[src/rtl/vrased_reset_seq.sv]
// Violation-to-PUC sequencer for the VRASED monitor: stretches any sub-monitor
// violation into a held reset request and records cause, PC and episode count.
module vrased_reset_seq #(
  parameter int unsigned NUM_SRC     = 6,
  parameter int unsigned HOLD_CYCLES = 8,
  parameter logic [15:0] WAIT_MAX    = 16'd1024,
  parameter int unsigned CNT_W       = 8
) (
  input  logic               clk,
  input  logic               reset_n,
  input  logic [NUM_SRC-1:0] viol_vec,
  input  logic [15:0]        pc,
  input  logic               cause_clr,
  output logic               puc_req,
  output logic [NUM_SRC-1:0] cause,
  output logic [15:0]        viol_pc,
  output logic [CNT_W-1:0]   viol_cnt,
  output logic               stuck,
  output logic               busy
);

  localparam int unsigned HOLD_EFF  = (HOLD_CYCLES == 0) ? 1 : HOLD_CYCLES;
  localparam int unsigned HOLD_W    = (HOLD_EFF > 1) ? $clog2(HOLD_EFF) : 1;
  localparam int unsigned WAIT_W    = 16;
  localparam logic [HOLD_W-1:0] HOLD_LOAD = HOLD_W'(HOLD_EFF - 1);
  localparam logic [CNT_W-1:0]  CNT_MAX   = '1;

  typedef enum logic [1:0] {
    ST_IDLE = 2'd0,
    ST_HOLD = 2'd1,
    ST_WAIT = 2'd2
  } state_e;

  state_e              state_q,    state_d;
  logic [HOLD_W-1:0]   hold_cnt_q, hold_cnt_d;
  logic [WAIT_W-1:0]   wait_cnt_q, wait_cnt_d;
  logic                puc_q,      puc_d;
  logic [NUM_SRC-1:0]  cause_q,    cause_d;
  logic [15:0]         viol_pc_q,  viol_pc_d;
  logic [CNT_W-1:0]    viol_cnt_q, viol_cnt_d;
  logic                stuck_q,    stuck_d;

  logic                viol_any;
  logic [WAIT_W-1:0]   wait_next;

  assign viol_any = |viol_vec;

  // State and bookkeeping registers
  always_ff @(posedge clk or negedge reset_n) begin
    if (!reset_n) begin
      state_q    <= ST_IDLE;
      hold_cnt_q <= '0;
      wait_cnt_q <= '0;
      puc_q      <= 1'b0;
      cause_q    <= '0;
      viol_pc_q  <= '0;
      viol_cnt_q <= '0;
      stuck_q    <= 1'b0;
    end else begin
      state_q    <= state_d;
      hold_cnt_q <= hold_cnt_d;
      wait_cnt_q <= wait_cnt_d;
      puc_q      <= puc_d;
      cause_q    <= cause_d;
      viol_pc_q  <= viol_pc_d;
      viol_cnt_q <= viol_cnt_d;
      stuck_q    <= stuck_d;
    end
  end

  // Next-state and register updates
  always_comb begin
    state_d    = state_q;
    hold_cnt_d = hold_cnt_q;
    wait_cnt_d = wait_cnt_q;
    cause_d    = cause_q;
    viol_pc_d  = viol_pc_q;
    viol_cnt_d = viol_cnt_q;
    stuck_d    = stuck_q;
    wait_next  = (wait_cnt_q >= WAIT_MAX) ? WAIT_MAX : wait_cnt_q + WAIT_W'(1);

    case (state_q)
      ST_IDLE: begin
        // Clear lands first so a same-edge violation starts a fresh record
        if (cause_clr) begin
          cause_d    = '0;
          viol_cnt_d = '0;
        end
        if (viol_any) begin
          state_d    = ST_HOLD;
          hold_cnt_d = HOLD_LOAD;
          viol_pc_d  = pc;
          cause_d    = cause_d | viol_vec;
          viol_cnt_d = (viol_cnt_d == CNT_MAX) ? viol_cnt_d : viol_cnt_d + CNT_W'(1);
        end
      end
      ST_HOLD: begin
        cause_d = cause_q | viol_vec;
        if (hold_cnt_q == '0) begin
          state_d    = ST_WAIT;
          wait_cnt_d = '0;
        end else begin
          hold_cnt_d = hold_cnt_q - HOLD_W'(1);
        end
      end
      ST_WAIT: begin
        cause_d = cause_q | viol_vec;
        if (!viol_any) begin
          state_d = ST_IDLE;
        end else begin
          wait_cnt_d = wait_next;
          if (wait_next == WAIT_MAX) begin
            stuck_d = 1'b1;
          end
        end
      end
      default: begin
        state_d = ST_IDLE;
      end
    endcase
  end

  // Request follows the next state so it is high in every non-idle cycle
  assign puc_d = (state_d != ST_IDLE);

  assign puc_req  = puc_q;
  assign cause    = cause_q;
  assign viol_pc  = viol_pc_q;
  assign viol_cnt = viol_cnt_q;
  assign stuck    = stuck_q;
  assign busy     = (state_q != ST_IDLE);

endmodule

[config.mk]
export PLATFORM = sky130hd
export DESIGN_NAME = vrased_reset_seq
export DESIGN_NICKNAME = d
export VERILOG_FILES = /design/src/rtl/vrased_reset_seq.sv
export SDC_FILE = /design/constraint.sdc
export NUM_CORES = 1
export LEC_CHECK = 0
export ABC_AREA = 1
export ABC_CLOCK_PERIOD_IN_PS = 2900
export BUFFER_PORTS_ARGS = -buffer_cell sky130_fd_sc_hd__buf_2
export CAP_MARGIN = 10
export CELL_PAD_IN_SITES_DETAIL_PLACEMENT = 1
export CELL_PAD_IN_SITES_GLOBAL_PLACEMENT = 1
export CORE_MARGIN = 2
export CORE_UTILIZATION = 40
export CTS_CLUSTER_SIZE = 8
export DETAILED_ROUTE_END_ITERATION = 8
export GPL_ROUTABILITY_DRIVEN = 0
export PLACE_DENSITY = 0.83
export SLEW_MARGIN = 20
export SYNTH_ARGS = -nofsm -noshare
export SYNTH_HDL_FRONTEND = slang
export SYNTH_SLANG_ARGS = --single-unit
[constraint.sdc]
create_clock -name clk -period 2.9 [get_ports clk]
set_input_delay 0.145 -clock clk [delete_from_list [all_inputs] [get_ports clk]]
set_output_delay 0.145 -clock clk [all_outputs]
set_load 0.005 [all_outputs]
---- After elaboration in Yosys (flattened, before gate mapping) ----
Cells that the tools add are included.
storage, ports and cells
  register bits ........................... 53
  input bits .............................. 25
  output and inout bits ................... 33
  logic and storage cells ................. 54
operators by class
  add/subtract/negate cells ............... 3
  magnitude comparators ................... 1
  equal/unequal tests ..................... 8
  multiplexer cells ....................... 19
  bitwise operators ....................... 2
  reduce and logical (&&, ||, !) cells .... 13
operators by type and width
  cell                     count
  $mux W16                 3
  $mux W8                  4
  $pmux W16 S2             1
  $mux W6                  3
  $add A16 B1 Y16 const B  1
  $eq A16 B11 Y1 const B   1
  $ge A16 B11 Y1 const B   1
  $or A6 B6 Y6             2
  $pmux W6 S2              1
  $reduce_bool A2 Y1       5
  $reduce_and A3 Y1        3
  $add A8 B1 Y8 const B    1
  $eq A8 B8 Y1 const B     1
  $ne A2 B2 Y1 const B     4
  $mux W2                  3
  $mux W3                  2
  $pmux W2 S3              1
  $pmux W3 S2              1
  $reduce_or A6 Y1         1
  $logic_not A3 Y1         1
  $sub A3 B1 Y3 const B    1
  $eq A2 B1 Y1 const B     1
  $eq A2 B2 Y1 const B     1
  $logic_not A2 Y1         1
  2 further kinds          2

---- Longest topological paths before layout ----
Gate-level depths: netlist of run 1.
  depth after elaboration ................. 5
  mapped depth ............................ 11

---- Worst setup path after synthesis of run 1 ----
OpenSTA, ideal clock, no wires.
  path kind ............................... register to register
  start ................................... register state_q[0]
  end ..................................... register wait_cnt_q[5]
  data arrival time ....................... 1.399 ns
  required time ........................... 2.775 ns
  slack ................................... 1.376 ns
  cell stages (with the launch flop) ...... 9
  path buffers ............................ 1
  clock period less this slack ............ 1.524 ns
  cell sequence ........................... dfrtp_1 -> ha_1 -> inv_1 -> a21oi_4 -> inv_4 -> nand2_1 -> o21ai_4 -> buf_6 -> o22ai_2
on the way
  cells in the longest elaborated chain, start to end .. 3
  elaborated cells on any way between the ends .. 7
  classes of those cells .................. eq/ne: 4; mux: 1; reduce/logical: 2
ends and longest elaborated chain
  element                                                                     line  text
  from (decl)                                                                 34    state_e state_q, state_d;
  from (signal assigned)                                                      60    state_q <= state_d;
  $eq A2 B1 Y1 / $eq A2 B2 Y1 (equally long branches)                         82    case (state_q)
  $ne A2 B2 Y1 (no source line) / $reduce_bool A2 Y1 (equally long branches)  -
  $reduce_and A3 Y1 (no source line)                                          -
  to (signal assigned)                                                        62    wait_cnt_q <= wait_cnt_d;
  to (decl)                                                                   36    logic [WAIT_W-1:0] wait_cnt_q, wait_cnt_d;
Parallel ways exist; a longest one is shown, timed or not.
A chain may end at the register's enable or synchronous reset.

---- Worst setup path in the final report of run 1 ----
  start ................................... register state_q[1]
  end ..................................... register wait_cnt_q[9]
The elaborated chain is that of the path after synthesis.

==> results of run 1 <==
## flip-flops by register name, summed over array words and instances (netlist names)
register,count
viol_pc,16
wait_cnt_q,16
viol_cnt,8
cause,6
hold_cnt_q,3
state_q,2
puc_req,1
stuck,1
## through the flow
step | std cells | power (uW) | area, um2 | worst slack, ps
after floorplan | 334 | 1830 | 2720 | 1380
after global placement | 467 | 2170 | 3080 | 1100
after detailed placement | 467 | 2230 | 3080 | 967
after CTS | 476 | 2680 | 3190 | 940
after global routing | 476 | 2880 | 3190 | 728
final | 476 | 2640 | 3190 | 964
## layer usage
metal,global-route usage (%),wire [um],up-vias
li1,-,-,1161
met1,24.1,2900,1148
met2,33.3,3310,35
met3,3.62,197,8
met4,5.40,93,0
met5,0,0,-
## cells in the mapped netlist (all sizes together)
master and n:
o22ai 14, clkbuf 2, nand4 2, nand3 20, a21oi 5, o21ai 18, a22oi 1, buf 3
nand3b 2, nor3 4, o31ai 1, nand2 104, a32oi 1, xor2 2, dfrtp 53, o21bai 1
and2 2, ha 9, nor2 32, inv 57, clkinv 1
## cells by family after synthesis
kind of cell / count (synthesis) / share of synthesized area [%]
compound gates: 41 / 10.6
xor+xnor: 2 / 0.644
fa+ha+maj: 9 / 4.14
buf+inv: 63 / 9.20
flops: 53 / 48.8
simple gates: 166 / 26.6
## tightest hold or removal path: stages
cell	delay, ps
buf_2	70
nand2_1	40
nand2_1	40
## power by group through the flow
stage | logic (uW) | clock network, uW | registers (uW)
final | 1110 | 440 | 1090
after detailed placement | 1120 | 0 | 1110
after global routing | 1270 | 484 | 1120
after floorplan | 726 | 0 | 1100
after global placement | 1070 | 0 | 1100
after CTS | 1130 | 456 | 1100
## final cells by class
| cell class | count | area, um2 | share of cell area [%] |
|---|---|---|---|
| timing repair buffer | 59 | 303 | 9.50 |
| clock inverter | 3 | 26.3 | 0.824 |
| inverter | 58 | 220 | 6.91 |
| clock buffer | 5 | 68.8 | 2.16 |
| tap | 80 | 100 | 3.14 |
| multi-input combinational | 218 | 1140 | 35.8 |
| sequential | 53 | 1330 | 41.6 |
## timing repair
item,in CTS,in global routing
endpoints found under the hold margin,29,0
hold buffers,1,0
setup buffers,0,0
## worst max path at each step
stage	startpoint	cells after the start	to	slack, ps
after global placement	state_q[0]	6	puc_req	1100
after detailed placement	state_q[1]	8	wait_cnt_q[9]	970
after floorplan	state_q[0]	8	wait_cnt_q[5]	1380
final	state_q[1]	8	wait_cnt_q[9]	960
after CTS	state_q[1]	8	wait_cnt_q[10]	940
after global routing	state_q[1]	8	wait_cnt_q[10]	730
==> flow_summary.yaml, run 1 <==
run_status:
  status: "finished clean"
clocking:
  cts_resized: 0
  cts_root_buf: "clkbuf_8"
  cts_tree: "built"
  path_clk_slew_ps: 100
  cts_buffer_depth: 2
  insertion_delay_ps: 320
  cts_buffers: 5
  clkSinkCount: 53
  htree_levels: 2
die:
  start_util_pct: 40.7
  die_w_um: 86.4
  core_area_um2: 6680
  rows: 30
  die-area_um2: 7470
  io_pins: 58
  die_y_um: 86.4
routing:
  vias: 2352
  drt-total-wl_mm: 6.50
  wire_per_inst_um: 13.7
  drc: 0
  ant_nets: 0
  drt_iter0_drc: 105
  via_per_inst: 4.94
  firstDrtPassIters: 4
global_route:
  grt_overflow: 0
  grt_max_degree: 31
  gr-usage-all-layers_pct: 19.1
  first_global_vias: 2424
  grt_first_pass_wirelength_mm: 11.3
  antenna_found_initial: 0
pwr:
  p_switching_uw: 1110
  cellPowerDensity_nw_per_um2: 829
  swShare_pct: 41.8
  intPower_uw: 1540
  seq_power_share_pct: 41.4
  pwr-share-clk_pct: 16.7
  combPwrFrac_pct: 42.0
  leakage_uw: 0.00170
  vdd_drop_max_v: 0.000381
timing:
  relSlewSlack_pct: 49.8
  period_share_pct: 66.8
  tightest_slew_ps: 748
  hold_slack_ps: 6.98
  skew_ps: 8.28
  fmax_mhz: 516
  fin_crit_ps: 1940
  slew_viol_final: 0
  setup_viol: 0
  rsz0062_at_grt: "false"
  tns_ps: 0
  finalHoldViolations: 0
critical_path:
  worst-r2r-cell-count: 8
  startpoint_type: "flop"
  end_kind: "flop"
  timing.rr.end: "wait_cnt_q[9]"
  cpPeakStageDelay_ps: 490
  path_delay_family: "compound AO/OA/AOI/OAI gates"
  critPathArrivalTime_ps: 2110
  cp.required_ps: 3070
  worst-path-buf-inv: 3
  critPathSlowestCell: "o21ai_4"
  crit_chain: "inv_1 -> ha_1 -> inv_1 -> a21oi_4 -> inv_4 -> nand2_1 -> o21ai_4 -> o22ai_1"
  path_max_fanout: 16
  cp_common_cell: "inv_1"
  path_class: "reg2reg"
  r2r-start: "state_q[1]"
  r2r_slack_ps: 960
cells_and_area:
  antenna_cells: 0
  mostFrequentLayoutCells: "nand2_1 (100), buf_2 (57), inv_1 (53), dfrtp_1 (53), nor2_1 (26)"
  utilization_pct: 47.7
  final_common_cell: "nand2_1"
  area_delta_synth_final_pct: 17.2
  nets: 429
  fillers: 856
  layout-drive-gt1-share_pct: 22.5
synth:
  yosysTopAreaCellShare_pct: 48.8
  syn_nets: 368
  ys_seq_area_share_pct: 48.8
  yosysUniqueCellTypes: 34
  synthCells: 334
  synth_top_area_cell: "dfrtp_1"
  ys_ff_latch: 53
  yosys_warnings: 0
  synth.avg_cell_area_um2: 8.14
  syn_area_um2: 2720
  synthTopCellsByArea: "dfrtp_1 (49%), nand2_1 (14%), inv_1 (7.3%)"
min_path:
  worstHoldStart: "pc[7]"
  hold_path_end: "viol_pc[7]"
  hold_path_depth: 3
  hold_class: "in2reg"
place:
  port_buffers: 57
  place_hpwl_mm: 4.90
flow_run:
  maxCapViolations: 0
Note: power is estimated with default switching activity, not from simulation.
==> inputs of run 2 (changes only) <==
--- a/config.mk
+++ b/config.mk
@@ -6,17 +6,17 @@
 export NUM_CORES = 1
 export LEC_CHECK = 0
 export ABC_AREA = 1
-export ABC_CLOCK_PERIOD_IN_PS = 2900
+export ABC_CLOCK_PERIOD_IN_PS = 1600
 export BUFFER_PORTS_ARGS = -buffer_cell sky130_fd_sc_hd__buf_2
 export CAP_MARGIN = 10
 export CELL_PAD_IN_SITES_DETAIL_PLACEMENT = 1
 export CELL_PAD_IN_SITES_GLOBAL_PLACEMENT = 1
 export CORE_MARGIN = 2
-export CORE_UTILIZATION = 40
+export CORE_UTILIZATION = 36
 export CTS_CLUSTER_SIZE = 8
 export DETAILED_ROUTE_END_ITERATION = 8
 export GPL_ROUTABILITY_DRIVEN = 0
-export PLACE_DENSITY = 0.83
+export PLACE_DENSITY = 0.79
 export SLEW_MARGIN = 20
 export SYNTH_ARGS = -nofsm -noshare
 export SYNTH_HDL_FRONTEND = slang
==> constraint.sdc (replaced) <==
create_clock -name clk -period 1.6 [get_ports clk]
set_input_delay 0.08 -clock clk [delete_from_list [all_inputs] [get_ports clk]]
set_output_delay 0.08 -clock clk [all_outputs]
set_load 0.005 [all_outputs]
==> run 2 against run 1 <==
Net effect: via count rose by 8.3%; power increased by 110%; design area is 15% higher.
==> flow_summary.yaml, run 2 (synthesized netlist as in run 1, its figures left out) <==
place:
  port_buffers: 57
  place_hpwl_mm: 4.89
routing:
  wire_per_inst_um: 14.2
  drt-total-wl_mm: 7.50
  ant_nets: 0
  vias: 2548
  drt_iter0_drc: 42
  firstDrtPassIters: 4
  via_per_inst: 4.82
  drc: 0
cells_and_area:
  final_common_cell: "nand2_1"
  area_delta_synth_final_pct: 34.3
  nets: 463
  utilization_pct: 50.1
  fillers: 915
  mostFrequentLayoutCells: "nand2_1 (98), buf_2 (57), dfrtp_1 (52)"
  antenna_cells: 0
  layout-drive-gt1-share_pct: 30.2
critical_path:
  end_kind: "flop"
  path_class: "reg2reg"
  startpoint_type: "flop"
  r2r_slack_ps: 30
  cp_common_cell: "buf_4"
  crit_chain: "inv_2 -> nor2_4 -> ha_4 -> nand4_1 -> nor2_2 -> buf_4 -> buf_4 -> o21ai_1 -> nand2_1 -> o31ai_2"
  critPathArrivalTime_ps: 1790
  path_max_fanout: 3
  cp.required_ps: 1810
  cpPeakStageDelay_ps: 400
  critPathSlowestCell: "dfrtp_1"
die:
  die-area_um2: 8260
  die_w_um: 90.9
  die_y_um: 90.9
  start_util_pct: 37.3
  io_pins: 58
  rows: 31
  core_area_um2: 7290
global_route:
  antenna_found_initial: 0
  grt_first_pass_wirelength_mm: 11.9
  first_global_vias: 2639
  grt_max_degree: 54
  grt_overflow: 0
  gr-usage-all-layers_pct: 17.6
clocking:
  clkSinkCount: 53
  cts_tree: "built"
  cts_buffer_depth: 2
  htree_levels: 2
  insertion_delay_ps: 320
  cts_root_buf: "clkbuf_8"
  cts_buffers: 5
  path_clk_slew_ps: 100
timing:
  slew_viol_final: 0
  fin_crit_ps: 1570
  finalHoldViolations: 0
  skew_ps: 8.80
  period_share_pct: 98.2
  fmax_mhz: 637
  relSlewSlack_pct: 73.3
  tightest_slew_ps: 400
  setup_viol: 0
  tns_ps: 0
run_status:
  status: "finished clean"
flow_run:
  maxCapViolations: 0
pwr:
  vdd_drop_max_v: 0.000755
  leakage_uw: 0.00187
  cellPowerDensity_nw_per_um2: 1540
min_path:
  hold_class: "in2reg"
==> run 2: cell count changes in the layout (fill, tap and decap cells not counted), moves of 6 or more <==
cell	previous run	this run
buf_4	1	16
dlygate4sd3_1	1	17
inv_1	53	45
inv_2	3	10
o21ai_0	17	11
o21ai_1	0	6
==> run 2: worst paths after layout <==
kind                                to  cells past startpoint   startpoint
setup / recovery           viol_cnt[6]                     10  viol_cnt[1]
hold / removal                cause[5]                      3  viol_vec[5]
setup reg to reg           viol_cnt[6]                     10  viol_cnt[1]
hold reg to reg                  stuck                      2        stuck
max in group asynchronous   state_q[0]                      3      reset_n
min in group asynchronous     cause[3]                      3      reset_n
==> run 2: what timing repair did <==
action                                  in CTS  in global routing
resized for setup                            5                 31
pin swaps                                    2                  9
gates cloned                                 0                  1
setup buffers                                1                  6
endpoints found under the hold margin       69                  0
endpoints found under the setup margin       6                 25
hold buffers                                17                  0
==> run 2: area by class of cell <==
cell class	instances	area (um2)	share of cell area [%]
flip-flops and latches	53	1330	36.3
multi-input cells	219	1230	33.6
repair buffers	92	616	16.9
inverters	58	223	6.10
well taps	99	124	3.39
clock buffers	5	68.8	1.88
clock inverters	3	65.1	1.78
==> run 2: power by group <==
| part | total (uW) | switching [uW] | internal, uW | leakage, uW |
|---|---|---|---|---|
| Clock | 1100 | 473 | 622 | 0.0000681 |
| Sequential | 1990 | 247 | 1740 | 0.000662 |
| Combinational | 2530 | 1460 | 1070 | 0.00114 |
| Total | 5620 | 2180 | 3430 | 0.00187 |
==> run 2: per-stage QoR <==
stage / hold WS, ps / instances / worst slack, ps / cell area, um2 / power, uW
after detailed placement: 102 / 496 / -3.83 / 3210 / 4260
final: 22.2 / 529 / 29.4 / 3650 / 5620
after CTS: 10.9 / 522 / -25.1 / 3530 / 5420
after floorplan: -216 / 334 / 76.2 / 2720 / 3310
after global placement: 100 / 496 / 72.0 / 3210 / 4160
after global routing: 32.7 / 529 / -58.7 / 3650 / 6040
==> run 2: metal layers <==
layer	GRT usage, %	wire length, um	vias up
met5	0	0	-
met4	5.30	123	0
met3	2.84	194	10
met2	32.6	3910	40
met1	20.8	3270	1262
li1	-	-	1236
==> run 2: worst max-delay path: cells and delay by family (launching register included) <==
kind	cells	cell delay [ps]
compound gates	2	130
fa+ha+maj	1	160
buf+inv	3	310
flops	1	400
simple gates	4	480
